`src/rtl/decode_pkg.sv`:
```
// Shared decode definitions: opcodes, class bit indices, decoded-entry type.
// Imported by decode_comb, decode_stage and decode_stage_if.
package decode_pkg;

    localparam logic [6:0] OPC_R      = 7'b0110011;
    localparam logic [6:0] OPC_I      = 7'b0010011;
    localparam logic [6:0] OPC_LOAD   = 7'b0000011;
    localparam logic [6:0] OPC_STORE  = 7'b0100011;
    localparam logic [6:0] OPC_BRANCH = 7'b1100011;
    localparam logic [6:0] OPC_JAL    = 7'b1101111;
    localparam logic [6:0] OPC_JALR   = 7'b1100111;
    localparam logic [6:0] OPC_LUI    = 7'b0110111;
    localparam logic [6:0] OPC_AUIPC  = 7'b0010111;
    localparam logic [6:0] OPC_FENCE  = 7'b0001111;
    localparam logic [6:0] OPC_SYSTEM = 7'b1110011;

    localparam int TYPE_W = 10;

    localparam int T_R      = 0;
    localparam int T_I      = 1;
    localparam int T_LOAD   = 2;
    localparam int T_STORE  = 3;
    localparam int T_BRANCH = 4;
    localparam int T_JAL    = 5;
    localparam int T_JALR   = 6;
    localparam int T_LUI    = 7;
    localparam int T_AUIPC  = 8;
    localparam int T_SYS    = 9;

    // Decoded view of one instruction. The immediate is kept at its
    // native 32-bit signed width; the stage sign-extends it to XLEN.
    typedef struct packed {
        logic [TYPE_W-1:0] typ;
        logic              illegal;
        logic [4:0]        rd;
        logic [4:0]        rs1;
        logic [4:0]        rs2;
        logic [2:0]        funct3;
        logic [6:0]        funct7;
        logic [31:0]       imm;
    } dec_t;

    function automatic logic [TYPE_W-1:0] tbit(input int idx);
        logic [TYPE_W-1:0] v;
        v      = '0;
        v[idx] = 1'b1;
        return v;
    endfunction

endpackage

```
`src/rtl/decode_stage_if.sv`:
```
// Handshake bundle for decode_stage: fetch-side input, decoded output
// and debug counters. slave = the stage, master = its environment.
interface decode_stage_if
    import decode_pkg::*;
#(
    parameter int XLEN  = 32,
    parameter int PC_W  = 32,
    parameter int CNT_W = 16
);
    logic              in_valid;
    logic              in_ready;
    logic [31:0]       in_instr;
    logic [PC_W-1:0]   in_pc;
    logic              out_valid;
    logic              out_ready;
    logic [PC_W-1:0]   out_pc;
    logic [TYPE_W-1:0] out_type;
    logic              out_illegal;
    logic [4:0]        out_rd;
    logic [4:0]        out_rs1;
    logic [4:0]        out_rs2;
    logic [2:0]        out_funct3;
    logic [6:0]        out_funct7;
    logic [XLEN-1:0]   out_imm;
    logic [CNT_W-1:0]  dec_count;
    logic [CNT_W-1:0]  illegal_count;

    modport slave (
        input  in_valid, in_instr, in_pc, out_ready,
        output in_ready, out_valid, out_pc, out_type,
        output out_illegal, out_rd, out_rs1, out_rs2,
        output out_funct3, out_funct7, out_imm,
        output dec_count, illegal_count
    );

    modport master (
        output in_valid, in_instr, in_pc, out_ready,
        input  in_ready, out_valid, out_pc, out_type,
        input  out_illegal, out_rd, out_rs1, out_rs2,
        input  out_funct3, out_funct7, out_imm,
        input  dec_count, illegal_count
    );

endinterface

```
`src/rtl/decode_comb.sv`:
```
// Combinational RV32I decoder: raw instruction to dec_t.
// FENCE/ECALL/EBREAK are decoded only when DECODE_SYSTEM_EN is defined.
module decode_comb
    import decode_pkg::*;
(
    input  logic [31:0] instr,
    output dec_t        dec
);
    logic [6:0]        opc;
    logic [2:0]        f3;
    logic [6:0]        f7;
    logic [31:0]       imm_i;
    logic [31:0]       imm_s;
    logic [31:0]       imm_b;
    logic [31:0]       imm_u;
    logic [31:0]       imm_j;
    logic [TYPE_W-1:0] typ;
    logic [31:0]       imm;
    logic              legal;

    assign opc = instr[6:0];
    assign f3  = instr[14:12];
    assign f7  = instr[31:25];

    assign imm_i = {{20{instr[31]}}, instr[31:20]};
    assign imm_s = {{20{instr[31]}}, instr[31:25], instr[11:7]};
    assign imm_b = {{19{instr[31]}}, instr[31], instr[7],
                    instr[30:25], instr[11:8], 1'b0};
    assign imm_u = {instr[31:12], 12'b0};
    assign imm_j = {{11{instr[31]}}, instr[31], instr[19:12],
                    instr[20], instr[30:21], 1'b0};

    // Class, format and legality per opcode; non-11 low bits miss every arm.
    always_comb begin
        typ   = '0;
        imm   = '0;
        legal = 1'b0;
        unique case (opc)
            OPC_R: begin
                typ   = tbit(T_R);
                legal = (f7 == 7'b0000000) ||
                        (f7 == 7'b0100000 &&
                         (f3 == 3'b000 || f3 == 3'b101));
            end
            OPC_I: begin
                typ = tbit(T_I);
                imm = imm_i;
                unique case (f3)
                    3'b001:  legal = (f7 == 7'b0000000);
                    3'b101:  legal = (f7 == 7'b0000000) ||
                                     (f7 == 7'b0100000);
                    default: legal = 1'b1;
                endcase
            end
            OPC_LOAD: begin
                typ   = tbit(T_LOAD);
                imm   = imm_i;
                legal = (f3 inside {3'b000, 3'b001, 3'b010,
                                    3'b100, 3'b101});
            end
            OPC_STORE: begin
                typ   = tbit(T_STORE);
                imm   = imm_s;
                legal = (f3 inside {3'b000, 3'b001, 3'b010});
            end
            OPC_BRANCH: begin
                typ   = tbit(T_BRANCH);
                imm   = imm_b;
                legal = !(f3 inside {3'b010, 3'b011});
            end
            OPC_JAL: begin
                typ   = tbit(T_JAL);
                imm   = imm_j;
                legal = 1'b1;
            end
            OPC_JALR: begin
                typ   = tbit(T_JALR);
                imm   = imm_i;
                legal = (f3 == 3'b000);
            end
            OPC_LUI: begin
                typ   = tbit(T_LUI);
                imm   = imm_u;
                legal = 1'b1;
            end
            OPC_AUIPC: begin
                typ   = tbit(T_AUIPC);
                imm   = imm_u;
                legal = 1'b1;
            end
`ifdef DECODE_SYSTEM_EN
            OPC_FENCE: begin
                typ   = tbit(T_SYS);
                legal = (f3 == 3'b000);
            end
            OPC_SYSTEM: begin
                typ   = tbit(T_SYS);
                legal = (instr == 32'h0000_0073) ||
                        (instr == 32'h0010_0073);
            end
`else
            OPC_FENCE,
            OPC_SYSTEM: legal = 1'b0;
`endif
            default: legal = 1'b0;
        endcase
    end

    // Illegal entries report no class and no immediate, only raw fields.
    always_comb begin
        dec.typ     = legal ? typ : '0;
        dec.imm     = legal ? imm : '0;
        dec.illegal = !legal;
        dec.rd      = instr[11:7];
        dec.rs1     = instr[19:15];
        dec.rs2     = instr[24:20];
        dec.funct3  = f3;
        dec.funct7  = f7;
    end

endmodule

```
`src/rtl/decode_stage.sv`:
```
// Registered decode stage with a 2-entry skid buffer and saturating
// debug counters. Optional system decode: define DECODE_SYSTEM_EN.
module decode_stage
    import decode_pkg::*;
#(
    parameter int XLEN  = 32,
    parameter int PC_W  = 32,
    parameter int CNT_W = 16
) (
    input logic clk,
    input logic rst_n,
    input logic flush,
    decode_stage_if.slave bus
);
    typedef struct packed {
        logic [PC_W-1:0] pc;
        dec_t            dec;
    } entry_t;

    dec_t   in_dec;
    entry_t in_ent;

    entry_t           main_q,     main_d;
    logic             main_vld_q, main_vld_d;
    entry_t           skid_q,     skid_d;
    logic             skid_vld_q, skid_vld_d;
    logic             in_ready_q, in_ready_d;
    logic [CNT_W-1:0] dec_cnt_q,  dec_cnt_d;
    logic [CNT_W-1:0] ill_cnt_q,  ill_cnt_d;

    logic in_hs;
    logic out_hs;

    decode_comb u_comb (
        .instr (bus.in_instr),
        .dec   (in_dec)
    );

    assign in_ent = '{pc: bus.in_pc, dec: in_dec};
    assign in_hs  = bus.in_valid & in_ready_q;
    assign out_hs = main_vld_q & bus.out_ready;

    // Buffer steering: main refills from skid first, then from the input.
    always_comb begin
        main_d     = main_q;
        main_vld_d = main_vld_q;
        skid_d     = skid_q;
        skid_vld_d = skid_vld_q;
        if (flush) begin
            main_vld_d = 1'b0;
            skid_vld_d = 1'b0;
        end else if (!main_vld_q || out_hs) begin
            if (skid_vld_q) begin
                main_d     = skid_q;
                main_vld_d = 1'b1;
                skid_vld_d = 1'b0;
            end else begin
                main_vld_d = in_hs;
                if (in_hs) begin
                    main_d = in_ent;
                end
            end
        end else if (in_hs) begin
            skid_d     = in_ent;
            skid_vld_d = 1'b1;
        end
        in_ready_d = !skid_vld_d;
    end

    // Saturating counters; a handshake during flush still counts.
    always_comb begin
        dec_cnt_d = dec_cnt_q;
        ill_cnt_d = ill_cnt_q;
        if (out_hs && dec_cnt_q != '1) begin
            dec_cnt_d = dec_cnt_q + CNT_W'(1);
        end
        if (out_hs && main_q.dec.illegal && ill_cnt_q != '1) begin
            ill_cnt_d = ill_cnt_q + CNT_W'(1);
        end
    end

    // State registers, cleared asynchronously.
    always_ff @(posedge clk or negedge rst_n) begin
        if (!rst_n) begin
            main_q     <= '0;
            main_vld_q <= 1'b0;
            skid_q     <= '0;
            skid_vld_q <= 1'b0;
            in_ready_q <= 1'b0;
            dec_cnt_q  <= '0;
            ill_cnt_q  <= '0;
        end else begin
            main_q     <= main_d;
            main_vld_q <= main_vld_d;
            skid_q     <= skid_d;
            skid_vld_q <= skid_vld_d;
            in_ready_q <= in_ready_d;
            dec_cnt_q  <= dec_cnt_d;
            ill_cnt_q  <= ill_cnt_d;
        end
    end

    assign bus.in_ready      = in_ready_q;
    assign bus.out_valid     = main_vld_q;
    assign bus.out_pc        = main_q.pc;
    assign bus.out_type      = main_q.dec.typ;
    assign bus.out_illegal   = main_q.dec.illegal;
    assign bus.out_rd        = main_q.dec.rd;
    assign bus.out_rs1       = main_q.dec.rs1;
    assign bus.out_rs2       = main_q.dec.rs2;
    assign bus.out_funct3    = main_q.dec.funct3;
    assign bus.out_funct7    = main_q.dec.funct7;
    assign bus.out_imm       = XLEN'(signed'(main_q.dec.imm));
    assign bus.dec_count     = dec_cnt_q;
    assign bus.illegal_count = ill_cnt_q;

endmodule
```
`src/flat_wrapper.sv`:
```
// flat-port wrapper written by rule: the top's interface ports become plain ports
module decode_stage_flat import decode_pkg::*;
#(
    parameter int XLEN  = 32,
    parameter int PC_W  = 32,
    parameter int CNT_W = 16
)
  (clk, rst_n, flush, bus_in_valid, bus_in_instr, bus_in_pc, bus_out_ready, bus_in_ready, bus_out_valid, bus_out_pc, bus_out_type, bus_out_illegal, bus_out_rd, bus_out_rs1, bus_out_rs2, bus_out_funct3, bus_out_funct7, bus_out_imm, bus_dec_count, bus_illegal_count);
  decode_stage_if #(.XLEN(XLEN), .PC_W(PC_W), .CNT_W(CNT_W)) bus_i ();
  input logic clk;
  input logic rst_n;
  input logic flush;
  input wire logic [$bits(bus_i.in_valid)-1:0] bus_in_valid;
  input wire logic [$bits(bus_i.in_instr)-1:0] bus_in_instr;
  input wire logic [$bits(bus_i.in_pc)-1:0] bus_in_pc;
  input wire logic [$bits(bus_i.out_ready)-1:0] bus_out_ready;
  output wire logic [$bits(bus_i.in_ready)-1:0] bus_in_ready;
  output wire logic [$bits(bus_i.out_valid)-1:0] bus_out_valid;
  output wire logic [$bits(bus_i.out_pc)-1:0] bus_out_pc;
  output wire logic [$bits(bus_i.out_type)-1:0] bus_out_type;
  output wire logic [$bits(bus_i.out_illegal)-1:0] bus_out_illegal;
  output wire logic [$bits(bus_i.out_rd)-1:0] bus_out_rd;
  output wire logic [$bits(bus_i.out_rs1)-1:0] bus_out_rs1;
  output wire logic [$bits(bus_i.out_rs2)-1:0] bus_out_rs2;
  output wire logic [$bits(bus_i.out_funct3)-1:0] bus_out_funct3;
  output wire logic [$bits(bus_i.out_funct7)-1:0] bus_out_funct7;
  output wire logic [$bits(bus_i.out_imm)-1:0] bus_out_imm;
  output wire logic [$bits(bus_i.dec_count)-1:0] bus_dec_count;
  output wire logic [$bits(bus_i.illegal_count)-1:0] bus_illegal_count;
  assign bus_i.in_valid = bus_in_valid;
  assign bus_i.in_instr = bus_in_instr;
  assign bus_i.in_pc = bus_in_pc;
  assign bus_i.out_ready = bus_out_ready;
  assign bus_in_ready = bus_i.in_ready;
  assign bus_out_valid = bus_i.out_valid;
  assign bus_out_pc = bus_i.out_pc;
  assign bus_out_type = bus_i.out_type;
  assign bus_out_illegal = bus_i.out_illegal;
  assign bus_out_rd = bus_i.out_rd;
  assign bus_out_rs1 = bus_i.out_rs1;
  assign bus_out_rs2 = bus_i.out_rs2;
  assign bus_out_funct3 = bus_i.out_funct3;
  assign bus_out_funct7 = bus_i.out_funct7;
  assign bus_out_imm = bus_i.out_imm;
  assign bus_dec_count = bus_i.dec_count;
  assign bus_illegal_count = bus_i.illegal_count;
  decode_stage #(.XLEN(XLEN), .PC_W(PC_W), .CNT_W(CNT_W)) u_core (.clk(clk), .rst_n(rst_n), .flush(flush), .bus(bus_i));
endmodule
```
`config.mk`:
```
export PLATFORM = sky130hd
export DESIGN_NAME = decode_stage_flat
export DESIGN_NICKNAME = d
export VERILOG_FILES = /design/src/rtl/decode_pkg.sv /design/src/rtl/decode_stage_if.sv /design/src/rtl/decode_comb.sv /design/src/rtl/decode_stage.sv /design/src/flat_wrapper.sv
export SDC_FILE = /design/constraint.sdc
export NUM_CORES = 1
export LEC_CHECK = 0
export BUFFER_PORTS_ARGS = -buffer_cell sky130_fd_sc_hd__buf_2
export CELL_PAD_IN_SITES_DETAIL_PLACEMENT = 1
export CELL_PAD_IN_SITES_GLOBAL_PLACEMENT = 1
export CORE_MARGIN = 4
export CORE_UTILIZATION = 46
export DETAILED_ROUTE_END_ITERATION = 8
export PLACE_DENSITY_LB_ADDON = 0.1
export SETUP_SLACK_MARGIN = 0.4
export SLEW_MARGIN = 10
export SYNTH_ARGS = -nofsm -noshare
export SYNTH_HDL_FRONTEND = slang
export SYNTH_SLANG_ARGS = --single-unit
```
`constraint.sdc`:
```
create_clock -name clk -period 5.3 [get_ports clk]
set_clock_uncertainty 0.2 [all_clocks]
set_input_delay 0.265 -clock clk [delete_from_list [all_inputs] [get_ports clk]]
set_output_delay 0.265 -clock clk [all_outputs]
set_load 0.03 [all_outputs]
```
==> results of run 1 <==
==> cell usage after synthesis, drive strengths merged (15+ instances only) <==
cell type and count:
o31ai 54, mux2i 55, o21ai 81, nand2 301
a21oi 71, nand3 22, and3 34, xnor2 20
clkbuf 59, dfrtp 233, nor2 15, buf 20
==> metrics by stage <==
| stage | util, % | total power [mW] | setup WS [ps] | cells | hold WS (ps) |
|---|---|---|---|---|---|
| detailed placement | 52.4 | 3.01 | 2070 | 1487 | 260 |
| floorplan | - | 2.68 | 3030 | 1074 | -231 |
| finish | 59.2 | 4.77 | 2070 | 1602 | 29.8 |
| CTS | 59.2 | 4.82 | 2080 | 1600 | 23.2 |
| global route | 59.2 | 5.02 | 1850 | 1600 | 39.9 |
| global placement | 52.4 | 2.98 | 2210 | 1487 | 252 |
==> flip-flops by register name, indices dropped and copies added, names as in the netlist, 3 cells and up <==
| signal | count |
|---|---|
| u_core.skid_q | 99 |
| u_core.bus.out_imm | 32 |
| u_core.bus.out_pc | 32 |
| u_core.bus.dec_count | 16 |
| u_core.bus.illegal_count | 16 |
| u_core.bus.out_type | 9 |
| u_core.bus.out_funct7 | 7 |
| u_core.bus.out_rd | 5 |
| u_core.bus.out_rs1 | 5 |
| u_core.bus.out_rs2 | 5 |
| u_core.bus.out_funct3 | 3 |
==> layout make-up <==
| type | instances | area [µm²] | share of cell area [%] |
|---|---|---|---|
| flip-flops and latches | 233 | 5830 | 44.7 |
| diodes | 2 | 5.00 | 0.0384 |
| well taps | 280 | 350 | 2.69 |
| clock buffers | 43 | 774 | 5.94 |
| repair buffers | 279 | 1770 | 13.6 |
| multi-input cells | 756 | 4240 | 32.5 |
| clock inverters | 3 | 51.3 | 0.393 |
| inverters | 6 | 22.5 | 0.173 |
==> layer usage <==
metal	track usage (%)	up-vias	routed length [µm]	part of all wire, %
li1	-	4161	-	-
met1	33.4	4426	13600	44
met2	40.8	233	14900	48
met3	5.14	55	1910	6.1
met4	6.42	4	704	2.3
met5	0	-	27	0.087
==> where the power goes <==
part | switching (mW) | leakage (nW) | internal (mW)
sequential | 0.162 | 3.04 | 2.00
clock | 0.715 | 0.401 | 1.04
combinational | 0.582 | 2.89 | 0.271
total | 1.46 | 6.33 | 3.31
==> worst reg2reg max path, cell delays in order (launching register included) <==
cell     delay [ps]
dfrtp_4         710
a21oi_1         390
or3_4           850
buf_4           680
nand2_1         180
o21ai_0         120
==> cell usage in the layout (no fill, tap or decap), types with 20 or more instances in the layout <==
cell type / netlist / final
a21oi_1: 71 / 71
dlygate4sd3_1: 0 / 67
nand3_1: 22 / 22
clkbuf_16: 0 / 26
and3_1: 34 / 34
dfrtp_1: 233 / 232
mux2i_1: 55 / 55
o21ai_0: 81 / 81
xnor2_1: 20 / 20
o31ai_1: 54 / 54
nand2_1: 301 / 301
buf_2: 4 / 200
==> path summary, 6_finish.rpt <==
path / from / end / slack [ps] / cells after the start
worst min register to register: u_core.skid_q[17] / u_core.skid_q[17] / 270 / 2
max in group asynchronous: rst_n / u_core.bus.out_type[7] / 3320 / 3
worst max-delay path: u_core.skid_vld_q / u_core.bus.out_pc[31] / 2070 / 5
min in group asynchronous: rst_n / u_core.bus.dec_count[9] / 250 / 2
worst min-delay path: bus_out_ready / u_core.bus.dec_count[7] / 30 / 4
worst max register to register: u_core.skid_vld_q / u_core.bus.out_pc[31] / 2070 / 5
==> logic make-up after synthesis <==
group	Yosys count	synth area share, %
mux	59	5.71
flops	233	55.9
other cells	1	0.0360
simple gates	429	18.1
xor+xnor	28	2.35
fa+ha+maj	2	0.240
buf+inv	85	3.58
compound gates	237	14.0
==> impl_metrics.json, run 1 <==
{
  "status": "finished, final reports clean",
  "fill_cells": 2465,
  "drt_iter0_drc": 471,
  "yosys_warnings": 0,
  "cts_buffers": 26,
  "leakage_nw": 6.33,
  "crit_buf_inv": 1,
  "syn-num-nets": 1145,
  "slew_headroom_pct": 28.3,
  "crit_fanout": 92,
  "cts_root_buf": "clkbuf_16",
  "ys_async_sr_fraction_pct": 100,
  "synth_top_flop_cell": "dfrtp_1",
  "cts_resized": 0,
  "netlist_area_um2": 10400,
  "yosysTopAreaCell": "dfrtp_1",
  "nets": 1373,
  "place_area_um2": 11500,
  "stdcell_area_um2": 13000,
  "max_stage_delay_ps": 850,
  "dr_total_vias": 8879,
  "cts_tree": "done",
  "cpMaxStageDelayCell": "or3_4",
  "drt-pass1-iter-count": 4,
  "drtAntennaViolNets": 0,
  "cts_setup_buffers": 0,
  "overflow": 0,
  "dp_hpwl_mm": 19.2,
  "row_count": 54,
  "grt_usage_pct": 24.7,
  "grt_pass1_vias": 9476,
  "start_kind": "flop",
  "drv_slew": 0,
  "min_path_type": "primary input to flop",
  "die_x_um": 159,
  "clk_pin_slew_worst_paths_ps": 60,
  "irDropWorstVdd_mv": 0.209,
  "finalSetupViolations": 0,
  "cp.arrival_ps": 3460,
  "crit_required_ps": 5530,
  "rsz0062_at_grt": "no",
  "syn_to_final_growth_pct": 25.2,
  "synthTopCellsByArea": "dfrtp_1 56%, nand2_1 11%, mux2i_1 5.3%, o21ai_0 3.9%, o31ai_1 3.9%",
  "synth_area_per_cell_um2": 9.70,
  "start_util_pct": 47.3,
  "ys_seq_area_share_pct": 55.9,
  "drcViolationCount": 0,
  "grt_max_degree": 137,
  "maxCapViolCount": 0,
  "drive_gt1_share_pct": 19.9,
  "synth_seq_cells": 233,
  "final-hold-violation-count": 0,
  "ys_types": 49,
  "gp_congestion": 0.823,
  "yosysTopAreaCellShare_pct": 55.9,
  "syn_inst": 1074,
  "period_share_pct": 60.9,
  "cp_top_family": "simple AND/OR/NAND/NOR gates",
  "synth_edf_count": 0,
  "dieArea_um2": 25100,
  "clk-insertion-delay-late_ps": 530,
  "grt_pass1_wl_mm": 50.4,
  "fin_tns_setup_ps": 0,
  "cts_sinks": 233,
  "wl_per_cell_um": 19.5,
  "timing_worst_slew_pin_value_ps": 1070,
  "ios": 203,
  "clockBufferDepth": 3,
  "critPathKind": "flop to flop",
  "powerDensity_nw_per_um2": 366,
  "endpoint_kind": "flop",
  "max_freq_ghz": 0.310,
  "die_y_um": 159,
  "fin_crit_ps": 3230,
  "cp_cell_sequence": "a21oi_1 -> or3_4 -> buf_4 -> nand2_1 -> o21ai_0",
  "numPortBuffers": 201,
  "antenna_found_initial": 2,
  "htreeDepth": 1,
  "totalWireLength_mm": 31.2,
  "core_um2": 22000,
  "holdBufCountCts": 67,
  "routed_via_density": 5.54
}
(Power assumes the default switching activity.)
==> run 2, diff against run 1 <==
ABC_AREA = 1   (was default)
CORE_UTILIZATION = 41   (was 46)
clock period = 3 ns   (was 5.3 ns; I/O delays follow)
==> run 2 against run 1 <==
The run now ends with hold timing left. Clock power is 77% higher. Combinational power up 96%. Total power up 81%. Non-clock buffer count rose by 6. Worst hold slack worse by 34 ps. First-iteration DRC count up 35%. Worst setup slack got worse by 1500 ps. Utilization down 6.7 points. Critical endpoint is now u_core.bus.out_imm[21]. Largest power group unchanged.
==> impl_metrics.json, run 2 <==
{
  "status": "finished with violations",
  "violations": "hold timing",
  "crit_fanout": 14,
  "start_util_pct": 41.8,
  "max_freq_ghz": 0.406,
  "power_mw": 8.64,
  "comb_power_share_pct": 19.4,
  "drt_iter0_drc": 635,
  "post-route-util_pct": 52.6,
  "synth_area_per_cell_um2": 8.05,
  "intPower_mw": 5.93,
  "cts_root_buf": "clkbuf_16",
  "ys_seq_area_share_pct": 53.4,
  "synth_common_cells": "467 x nand2_1, 233 x dfrtp_1, 194 x o21ai_0",
  "maxCapViolCount": 0,
  "final-hold-violation-count": 2,
  "yosys_warnings": 0,
  "numPortBuffers": 201,
  "rsz0062_at_grt": "no",
  "clockBufferDepth": 3,
  "regMostFlops": "u_core.skid_q",
  "fill_cells": 3216,
  "clk_pin_slew_worst_paths_ps": 60,
  "dieArea_um2": 29300,
  "routed_via_density": 5.02,
  "crit_required_ps": 3210,
  "fin_crit_ps": 2460,
  "core_um2": 26100,
  "grt_usage_pct": 22.0,
  "slew_headroom_pct": 47.3,
  "r2r-start": "u_core.skid_vld_q",
  "seqPwrFrac_pct": 44.8,
  "drv_slew": 0,
  "wl_per_cell_um": 16.7,
  "finalSetupViolations": 0,
  "drt-pass1-iter-count": 5,
  "synth_edf_count": 0,
  "antenna_found_initial": 0,
  "endpoint_kind": "flop",
  "ys_async_sr_fraction_pct": 100,
  "leakage_nw": 7.59,
  "synthTopCellsByArea": "dfrtp_1 53%, nand2_1 16%, o21ai_0 8.9%, nor2_1 3.6%, inv_1 3.1%",
  "n_antenna_cell": 0,
  "timing_worst_slew_pin_value_ps": 791,
  "syn_inst": 1357,
  "die_x_um": 171,
  "switching_share_pct": 31.3,
  "start_kind": "primary input",
  "grt_max_degree": 191,
  "cts_sinks": 233,
  "p_switching_mw": 2.70,
  "row_count": 59,
  "fin_hold_ws_ps": -4.03,
  "layout_commonest_cell": "nand2_1",
  "period_share_pct": 82.0,
  "ios": 203,
  "overflow": 0,
  "drive_gt1_share_pct": 19.3,
  "clock_power_share_pct": 35.8,
  "final_cells": 1950,
  "reg2reg_slack_ps": 870,
  "synth.most_common_cell": "nand2_1",
  "fin_tns_setup_ps": 0,
  "place_inst": 1831,
  "clk-insertion-delay-late_ps": 520,
  "dp_hpwl_mm": 21.2,
  "htreeDepth": 1,
  "cp.arrival_ps": 2670,
  "min_path_type": "primary input to async pin",
  "synth_seq_cells": 233,
  "grt_pass1_vias": 9950,
  "syn-num-nets": 1428,
  "syn_to_final_growth_pct": 25.8,
  "critPathKind": "primary input to flop",
  "die_y_um": 171,
  "grt_pass1_wl_mm": 52.9,
  "cts_tree": "done",
  "netlist_area_um2": 10900,
  "gp_congestion": 0.869,
  "cts_buffers": 27,
  "yosysTopAreaCell": "dfrtp_1",
  "reg2reg_depth": 5,
  "final_cell_mix": "467 x nand2_1, 233 x dfrtp_1, 200 x buf_2, 193 x o21ai_0, 105 x nor2_1",
  "totalWireLength_mm": 32.5,
  "nets": 1667,
  "synth_top_flop_cell": "dfrtp_1",
  "irDropWorstVdd_mv": 0.358,
  "powerDensity_nw_per_um2": 629,
  "ys_types": 31,
  "dr_total_vias": 9781,
  "drcViolationCount": 0,
  "r2r-end": "u_core.bus.out_type[0]",
  "yosysTopAreaCellShare_pct": 53.4,
  "drtAntennaViolNets": 0,
  "largest_reg_flops": 99
}
-- run 2: cell count changes after synthesis, moves of 29 or more --
cell     change
o21ai_0    +113
nor2_1      +91
o31ai_1     -54
o21ai_2     +29
inv_1       +85
o21ai_1     +32
and3_1      -34
nand2_1    +166
a21oi_1     -63
mux2i_1     -55
-- run 2: layout make-up --
class | instances | area [µm²] | share of cell area [%]
inverters | 100 | 380 | 2.77
well taps | 335 | 419 | 3.05
clock buffers | 39 | 751 | 5.47
multi-input cells | 949 | 4360 | 31.8
flip-flops and latches | 233 | 5830 | 42.5
clock inverters | 9 | 70.1 | 0.510
repair buffers | 285 | 1920 | 14.0
-- run 2: through the flow --
| step | cell area [µm²] | hold WS (ps) | setup slack [ps] |
|---|---|---|---|
| 2_1_floorplan | 10900 | -346 | 1020 |
| 3_3_place_gp | 12200 | -35.8 | 845 |
| 3_5_place_dp | 12200 | -26.7 | 801 |
| 4_1_cts | 13700 | 17.0 | 499 |
| 5_1_grt | 13700 | 31.8 | 427 |
| 6_report | 13700 | -4.03 | 539 |
-- run 2: worst max-delay path by stage --
stage / start / to
after global routing: bus_in_instr[3] / u_core.bus.out_imm[15]
after detailed placement: bus_in_instr[3] / u_core.bus.out_imm[1]
after CTS: bus_in_instr[3] / u_core.skid_q[31]
after global placement: bus_in_instr[5] / u_core.bus.out_imm[31]
after floorplan: u_core.bus.illegal_count[1] / u_core.bus.illegal_count[15]
final: bus_in_instr[3] / u_core.bus.out_imm[21]
-- run 2: cells by family after synthesis --
kind of cell,Yosys count,share of synthesized area (%)
AND/OR/NAND/NOR,648,23.6
AO/OA/AOI/OAI,268,13.4
flip-flops,233,53.4
buffers and inverters,175,6.89
XOR/XNOR,30,2.41
adder cells (fa/ha/maj),2,0.229
other,1,0.0343
-- run 2: what timing repair did --
item / in CTS / in global routing
endpoints found under the setup margin: 0 / 56
gates resized for setup: 0 / 4
buffers inserted: 0 / 2
hold buffers: 68 / 0
endpoints found under the hold margin: 414 / 0
-- run 2: power by group through the flow --
stage | combinational (mW) | clock (mW) | sequential, mW
after floorplan | 0.568 | 0 | 4.34
after global placement | 1.57 | 0 | 3.90
after detailed placement | 1.62 | 0 | 3.92
after CTS | 1.69 | 3.19 | 3.87
after global routing | 1.86 | 3.33 | 3.93
final | 1.67 | 3.09 | 3.87
-- run 2: routing by layer --
metal  vias to the layer above  track usage, %  part of all wire (%)
met3                        45            3.54                   5.3
met2                       261            35.9                    47
li1                       4777               -                     -
met5                         -               0                     0
met4                         0            4.72                   2.0
met1                      4698            31.4                    46
-- run 2: worst max-delay path: stages --
cell	delay, ps
dlygate4sd3_1	530
buf_2	120
inv_1	50
nand2_1	120
nor2_4	70
dlygate4sd3_1	590
nand3_2	110
nand2_1	70
nor2_2	150
nand2_4	110
clkbuf_16	210
o21ai_2	150
nand2_1	80
nand2_1	90
nand2_1	50
==> run 3, diff against run 2 <==
CORE_UTILIZATION = 37   (was 41)
clock period = 2.05 ns   (was 3 ns; I/O delays follow)
==> run 3 against run 2 <==
The run still ends with hold timing left. Highest routed layer is now met5. Register-to-register slack got worse by 590 ps. Cell count increased by 9.0%. Via count increased by 10%.
==> impl_metrics.json, run 3 (synthesized netlist as in run 2, its figures left out) <==
{
  "status": "finished with violations",
  "violations": "hold timing",
  "fin_tns_setup_ps": 0,
  "gp_congestion": 0.832,
  "cts_tree": "done",
  "row_count": 62,
  "start_util_pct": 37.7,
  "multi_input_area_um2": 4770,
  "drtAntennaViolNets": 0,
  "leakage_nw": 8.66,
  "grt_pass1_vias": 10800,
  "fin_crit_ps": 1770,
  "powerDensity_nw_per_um2": 868,
  "totalWireLength_mm": 42.7,
  "layout_commonest_cell": "nand2_1",
  "antenna_found_initial": 1,
  "grt_pass1_wl_mm": 59.2,
  "r2r-end": "u_core.skid_q[42]",
  "fill_cells": 3428,
  "dp_hpwl_mm": 22.1,
  "min_to": "u_core.skid_q[58]",
  "htreeDepth": 1,
  "max_freq_ghz": 0.565,
  "die_x_um": 180,
  "cts_buffers": 28,
  "r2r-start": "u_core.bus.out_valid",
  "grt_usage_pct": 21.9,
  "clk-insertion-delay-late_ps": 550,
  "grt_max_degree": 106,
  "die_y_um": 180,
  "numPortBuffers": 201,
  "drt_iter0_drc": 552,
  "endpoint_kind": "flop",
  "crit_required_ps": 2260,
  "whs_path_depth": 6,
  "dieArea_um2": 32300,
  "nets": 1791,
  "finalSetupViolations": 0,
  "fin_hold_ws_ps": -13.9,
  "syn_to_final_growth_pct": 47.5,
  "cts_sinks": 233,
  "drcViolationCount": 0,
  "crit_fanout": 12,
  "final-hold-violation-count": 3,
  "critPathKind": "flop to flop",
  "start_kind": "flop",
  "cp.arrival_ps": 1980,
  "reg2reg_slack_ps": 280,
  "cts_root_buf": "clkbuf_16",
  "dr_total_vias": 10800,
  "seqCellArea_um2": 5860,
  "rsz0062_at_grt": "yes",
  "regMostFlops": "u_core.skid_q",
  "drv_slew": 0,
  "clockBufferDepth": 3,
  "drt-pass1-iter-count": 4,
  "maxCapViolCount": 0,
  "final_cell_mix": "438 x nand2_1, 213 x dfrtp_1, 200 x buf_2, 126 x o21ai_0, 90 x nor2_1",
  "min_path_type": "primary input to flop",
  "final_cells": 2125,
  "reg2reg_depth": 9,
  "wl_per_cell_um": 20.1,
  "core_um2": 28900,
  "ios": 203,
  "min-delay-start": "bus_in_instr[0]",
  "drive_gt1_share_pct": 30.2,
  "largest_reg_flops": 99,
  "period_share_pct": 86.3,
  "power_mw": 14.0,
  "routed_via_density": 5.08,
  "irDropWorstVdd_mv": 0.542,
  "clk_pin_slew_worst_paths_ps": 60,
  "place_inst": 1899,
  "overflow": 0,
  "n_antenna_cell": 0
}
==> run 3: cell types whose count changed in the layout (fill, tap and decap cells not counted), moves of 11 or more <==
cell / delta
buf_4: +54
o21ai_1: +55
nand2_4: +12
nand2_2: +17
nand2_1: -29
dfrtp_2: +20
buf_6: +13
o21ai_0: -67
dfrtp_1: -20
clkbuf_16: +21
nor2_1: -15
buf_16: +12
o21ai_2: +12
nand3_1: -11
==> run 3: how the worst max path moves through the flow <==
stage | startpoint | end | slack, ps | cells past startpoint
global placement | bus_in_instr[1] | u_core.bus.out_imm[1] | 150 | 13
detailed placement | bus_in_instr[1] | u_core.bus.out_imm[8] | 80 | 13
global route | u_core.bus.out_valid | u_core.skid_q[97] | 220 | 9
CTS | u_core.bus.dec_count[1] | u_core.bus.dec_count[13] | 340 | 9
floorplan | u_core.bus.illegal_count[0] | u_core.bus.illegal_count[15] | 310 | 9
finish | u_core.bus.out_valid | u_core.skid_q[42] | 280 | 9
==> run 3: through the flow <==
step	setup WS [ps]	util, %	area, µm²	hold WS [ps]
6_report	281	55.6	16100	-13.9
5_1_grt	219	55.6	16100	3.51
4_1_cts	343	51.1	14800	-225
3_5_place_dp	80.5	43.5	12600	-143
3_3_place_gp	148	43.5	12600	-145
2_1_floorplan	314	-	11100	-393
==> run 3: repair_timing <==
| item | in CTS | in global routing |
|---|---|---|
| cloned | 6 | 32 |
| buffers inserted | 24 | 33 |
| pin swaps | 15 | 37 |
| resized for setup | 30 | 130 |
| hold buffers | 77 | 4 |
| hold endpoints to repair | 450 | 24 |
| endpoints found under the setup margin | 202 | 218 |
==> run 3: power breakdown <==
part	leakage [nW]	internal (mW)	switching (mW)	total [mW]
clock network	0.466	3.12	2.00	5.12
logic	5.20	1.18	1.94	3.11
registers	2.99	5.27	0.468	5.74
total	8.66	9.57	4.41	14.0
==> run 3: critical path: stages, from the launching register on <==
cell and delay (ps):
dfrtp_2 390, nand2_4 70, nor2_4 100, inv_2 60, nor2_4 190, inv_8 130, buf_12 170, clkbuf_16 160
nand2_1 70, o21ai_1 80
==> run 3: per-layer routing <==
metal	global-route usage (%)	wire length, µm	vias to the layer above
li1	-	-	5059
met1	30.1	18500	5386
met2	36.8	21000	277
met3	3.64	2020	71
met4	4.60	1090	2
met5	0	13	-
==> run 3: area by class of cell <==
type / count / share of cell area, %
Tap cell: 384 / 2.98
Clock inverter: 5 / 0.466
Sequential cell: 233 / 36.4
Timing Repair Buffer: 408 / 22.6
Inverter: 100 / 2.50
Clock buffer: 46 / 5.40
Multi-Input combinational cell: 949 / 29.6
